$ cat src/rtl/fwd_hazard_ctrl.sv
// Forwarding-select and load-use stall controller for the EX stage ALU operand muxes.
// Define HAZ_STALL_CNT_EN to build the saturating stall-cycle counter behind Stall_Cnt.
module fwd_hazard_ctrl #(
    parameter int REG_AW       = 5,
    parameter int R0_HARDWIRED = 1,
    parameter int CNT_W        = 16
) (
    input  logic              Clk,
    input  logic              Reset_n,
    input  logic [REG_AW-1:0] ID_Rs,
    input  logic [REG_AW-1:0] ID_Rt,
    input  logic              ID_UsesRt,
    input  logic [REG_AW-1:0] ID_Rd,
    input  logic              ID_RegWrite,
    input  logic              ID_MemRead,
    input  logic              Br_Taken,
    output logic [1:0]        ForwardA,
    output logic [1:0]        ForwardB,
    output logic              Stall,
    output logic              Bubble,
    output logic [CNT_W-1:0]  Stall_Cnt
);

    // A producer sitting in WB retires into the regfile at the edge, so its tag
    // is never a forwarding source and only the EX and MEM tags are kept.
    logic [REG_AW-1:0] r_ex_rd;
    logic              r_ex_regwrite;
    logic              r_ex_memread;
    logic [REG_AW-1:0] r_mem_rd;
    logic              r_mem_regwrite;
    logic [1:0]        r_fwd_a;
    logic [1:0]        r_fwd_b;

    logic              w_ex_load_live;
    logic              w_stall;
    logic              w_bubble;
    logic [1:0]        w_sel_a;
    logic [1:0]        w_sel_b;

    function automatic logic is_r0(input logic [REG_AW-1:0] r);
        return (R0_HARDWIRED != 0) && (r == '0);
    endfunction

    function automatic logic [1:0] fwd_sel(
        input logic [REG_AW-1:0] src,
        input logic [REG_AW-1:0] ex_rd,
        input logic              ex_rw,
        input logic              ex_mr,
        input logic [REG_AW-1:0] mem_rd,
        input logic              mem_rw
    );
        if (is_r0(src)) return 2'b00;
        if (ex_rw && !ex_mr && (ex_rd == src)) return 2'b10;
        if (mem_rw && (mem_rd == src)) return 2'b01;
        return 2'b00;
    endfunction

    always_comb begin
        w_ex_load_live = r_ex_memread && r_ex_regwrite && !is_r0(r_ex_rd);
        w_stall  = w_ex_load_live && !Br_Taken &&
                   ((r_ex_rd == ID_Rs) || (ID_UsesRt && (r_ex_rd == ID_Rt)));
        w_bubble = w_stall || Br_Taken;
        w_sel_a  = 2'b00;
        w_sel_b  = 2'b00;
        if (!w_bubble) begin
            w_sel_a = fwd_sel(ID_Rs, r_ex_rd, r_ex_regwrite, r_ex_memread,
                              r_mem_rd, r_mem_regwrite);
            if (ID_UsesRt)
                w_sel_b = fwd_sel(ID_Rt, r_ex_rd, r_ex_regwrite, r_ex_memread,
                                  r_mem_rd, r_mem_regwrite);
        end
    end

    always_ff @(posedge Clk) begin
        if (!Reset_n) begin
            r_ex_rd        <= '0;
            r_ex_regwrite  <= 1'b0;
            r_ex_memread   <= 1'b0;
            r_mem_rd       <= '0;
            r_mem_regwrite <= 1'b0;
            r_fwd_a        <= 2'b00;
            r_fwd_b        <= 2'b00;
        end else begin
            r_mem_rd       <= r_ex_rd;
            r_mem_regwrite <= r_ex_regwrite;
            if (w_bubble) begin
                r_ex_rd       <= '0;
                r_ex_regwrite <= 1'b0;
                r_ex_memread  <= 1'b0;
            end else begin
                r_ex_rd       <= ID_Rd;
                r_ex_regwrite <= ID_RegWrite;
                r_ex_memread  <= ID_MemRead;
            end
            r_fwd_a <= w_sel_a;
            r_fwd_b <= w_sel_b;
        end
    end

`ifdef HAZ_STALL_CNT_EN
    logic [CNT_W-1:0] r_stall_cnt;

    always_ff @(posedge Clk) begin
        if (!Reset_n)
            r_stall_cnt <= '0;
        else if (w_stall && (r_stall_cnt != '1))
            r_stall_cnt <= r_stall_cnt + CNT_W'(1);
    end

    assign Stall_Cnt = r_stall_cnt;
`else
    assign Stall_Cnt = '0;
`endif

    assign ForwardA = r_fwd_a;
    assign ForwardB = r_fwd_b;
    assign Stall    = w_stall;
    assign Bubble   = w_bubble;

endmodule
$ cat config.mk
export PLATFORM = sky130hd
export DESIGN_NAME = fwd_hazard_ctrl
export DESIGN_NICKNAME = d
export VERILOG_FILES = /design/src/rtl/fwd_hazard_ctrl.sv
export SDC_FILE = /design/constraint.sdc
export NUM_CORES = 1
export LEC_CHECK = 0
export ABC_AREA = 1
export CORE_MARGIN = 1
export CORE_UTILIZATION = 39
export CTS_BUF_LIST = sky130_fd_sc_hd__clkbuf_4
export CTS_CLUSTER_DIAMETER = 30
export DETAILED_ROUTE_END_ITERATION = 7
export HOLD_SLACK_MARGIN = 0.02
export MAX_ROUTING_LAYER = met4
export PLACE_DENSITY_LB_ADDON = 0.08
export SKIP_CTS_REPAIR_TIMING = 1
export SYNTH_ARGS = -nofsm -noshare
export SYNTH_HDL_FRONTEND = slang
export SYNTH_SLANG_ARGS = --single-unit
export TNS_END_PERCENT = 30
$ cat constraint.sdc
create_clock -name Clk -period 1.1 [get_ports Clk]
set_clock_uncertainty 0.05 [all_clocks]
set_input_delay 0.22 -clock Clk [delete_from_list [all_inputs] [get_ports Clk]]
set_output_delay 0.22 -clock Clk [all_outputs]
set_load 0.005 [all_outputs]
==> impl_metrics.csv <==
group,metric,value,unit
worst_setup_path,cp_max_fo,3,
worst_setup_path,rr_worst_depth,10,
synth,yosys.area.top_type_share,0.341,
power_and_ir_drop,peakVddDrop,0.690,mV
power_and_ir_drop,pwr_density_cell,874,mW/mm2
floorplanning,fp.dieW,52.6,um
timing,fin_ws,-566,ps
grt,grt_max_degree,10,
worst_hold_path,hp-start,"ID_Rt[2]",
final_layout,fin_util,0.631,
placed_design,port_buffers,26,
timing,rsz0062_at_grt,"true",
timing,finalHoldViolCount,0,
timing,fin_crit_sh,1.51,
drt,drtIter0Drc,25,
cts,cts_tree,"built",
grt,grt_pass1_wl,3.53,mm
final_layout,diodes,0,
final_layout,final_layout_size_suffix_gt1_frac,0.238,
cts,clk_latency,280,ps
drt,wl,2.07,mm
final_layout,nets,211,
status,status,"complete, but fails checks",
power_and_ir_drop,p_leak,0.885,nW
placed_design,dp_hpwl,1.70,mm
synth,synth_area_leaders,"dfxtp_1 (34%), buf_4 (12%), inv_1 (11%), nand2_1 (10%), xor2_1 (7.9%)",
cts,cts.sinks,17,
grt,track_usage,0.183,
floorplanning,core_area,0.00232,mm2
worst_setup_path,r2r_start,"r_ex_rd[3]$_SDFF_PP0_",
cts,root_buffer,"clkbuf_4",
worst_hold_path,whs_path_depth,6,
synth,synth_cell_types,20,
drt,via_per_inst,4.39,
worst_setup_path,critPathArrivalTime,1400,ps
drt,final_antenna_net_count,0,
drt,drc,0,
cts,cts_buffer_depth,2,
synth,yosys_warnings,0,
worst_setup_path,critical_path_class,"input port to output pin",
final_layout,synthToLayoutAreaGrowth,46.5,%
drt,vias,952,
floorplanning,dieArea,0.00277,mm2
worst_hold_path,hp-class,"input port to flop",
grt,grt_overflow,0,
synth,ys_seq_area_frac,0.341,
drt,wl_per_cell,9.52,um
placed_design,dpl_cell_area,0.00139,mm2
synth,yosysTopAreaCell,"dfxtp_1",
grt,antenna_found_initial,0,
worst_setup_path,reg2reg_slack,-280,ps
run,max_cap_violations,0,
timing,period_minus_slack,1670,ps
floorplanning,io_pins,43,
timing,slew_viol_final,0,
synth,synth_area,998,um2
cts,cts_made_buffers,3,
synth,syn_avg_cell_area,7.03,um2
placed_design,place.gp.congestion,0.880,
worst_setup_path,end_kind,"output pin",
synth,syn_inst,142,
status,violations,"setup timing",
cts,clkTransAtPathRegs,100,ps
grt,grt_pass1_vias,885,
drt,dr.pass1.iters,4,
timing,setup_viol,13,
final_layout,final_cell_area,0.00146,mm2
worst_setup_path,timing.rr.end,"r_ex_rd[0]$_SDFF_PP0_",
worst_setup_path,required,830,ps
floorplanning,rows,17,
worst_hold_path,min_to,"ForwardB[1]$_SDFF_PP0_",
worst_setup_path,start_kind,"input port",
timing,max_freq,0.600,GHz
synth,ys_ff_latch,17,
cts,htree_num_levels,1,
floorplanning,initial_core_util,0.431,
floorplanning,die_h,52.6,um
## worst max path at each step
stage | start | to | slack (ps) | cells after the start
detailed placement | ID_Rs[1] | Bubble | -1030 | 8
CTS | ID_Rs[1] | Bubble | -1030 | 8
floorplan | r_ex_rd[2]$_SDFF_PP0_ | Bubble | -90 | 8
finish | ID_Rs[1] | Bubble | -570 | 8
global route | r_ex_rd[3]$_SDFF_PP0_ | Bubble | -640 | 9
global placement | ID_Rt[3] | Bubble | -1000 | 10
## where the power goes
part	switching (mW)	internal [mW]	total (mW)	leakage (nW)
combinational	0.126	0.153	0.279	0.725
sequential	0.0174	0.630	0.647	0.141
clock	0.186	0.165	0.351	0.0184
total	0.330	0.948	1.28	0.885
## flip-flops by register name, indices dropped and copies added, names as in the netlist
| name | cells |
|---|---|
| r_mem_regwrite | 1 |
| r_ex_rd | 5 |
| r_ex_regwrite | 1 |
| ForwardA | 2 |
| ForwardB | 2 |
| r_ex_memread | 1 |
| r_mem_rd | 5 |
## per-layer routing
metal	track usage	wire length, um
met3	0.0348	117
met5	-	0
met1	0.203	888
met2	0.319	1030
met4	0.0789	31
## critical path, stage by stage
cell	delay, ps
clkdlybuf4s50_1	450
xor2_1	190
nor2_2	140
nand3_2	90
nand2_2	100
nand2_4	60
nand2_2	50
buf_2	100
## layout make-up
cell class,instances,area [um2]
fill,212,856
multi-input combinational,93,499
timing repair buffer,45,434
sequential,17,352
inverter,30,113
tap,28,35.0
clock buffer,4,30.0
## cell families (layout without fill, tap and decap cells)
family          Yosys count  count (layout)  share of synthesized area
simple gates             63              63                      0.300
buf+inv                  47              79                      0.238
xor+xnor                 11              11                     0.0965
other cells               1              16                    0.00376
flops                    17              17                      0.341
compound gates            3               3                     0.0213
## synthesized netlist by cell type
| cell type | count |
|---|---|
| conb_1 | 1 |
| nor2_1 | 16 |
| inv_1 | 30 |
| xor2_1 | 9 |
| nand3_1 | 3 |
| nand3_2 | 1 |
| o21ai_0 | 1 |
| nand2_2 | 1 |
| nand2_1 | 27 |
| xnor2_1 | 2 |
| dfxtp_1 | 17 |
| o2111ai_1 | 1 |
| nand4_1 | 9 |
| nor3_1 | 3 |
| nor4_1 | 1 |
| nand3_4 | 1 |
| a21boi_0 | 1 |
| buf_4 | 16 |
| nand2_4 | 1 |
| buf_2 | 1 |
## layout by cell type (no fill, tap or decap), types with 3 or more instances in the layout
cell and n:
clkdlybuf4s50_1 15, inv_1 27, dfxtp_2 3, nand3_1 3
nor2_2 6, nand2_1 26, inv_2 3, clkbuf_4 4
nand4_1 9, xor2_1 9, dlymetal6s2s_1 9, conb_1 16
nor2_1 10, buf_4 18, dfxtp_1 12
## metrics by stage
stage / total power [mW] / instances / TNS, ps / hold WS [ps] / worst slack, ps
finish: 1.28 / 217 / -4400 / 354 / -566
CTS: 1.29 / 217 / -6870 / 381 / -1030
floorplan: 0.816 / 157 / -498 / 275 / -86.1
global placement: 0.929 / 213 / -8820 / 401 / -997
detailed placement: 0.936 / 213 / -9230 / 408 / -1030
global route: 1.37 / 217 / -5110 / 369 / -638
No activity file was read; power rests on OpenSTA's default activity.
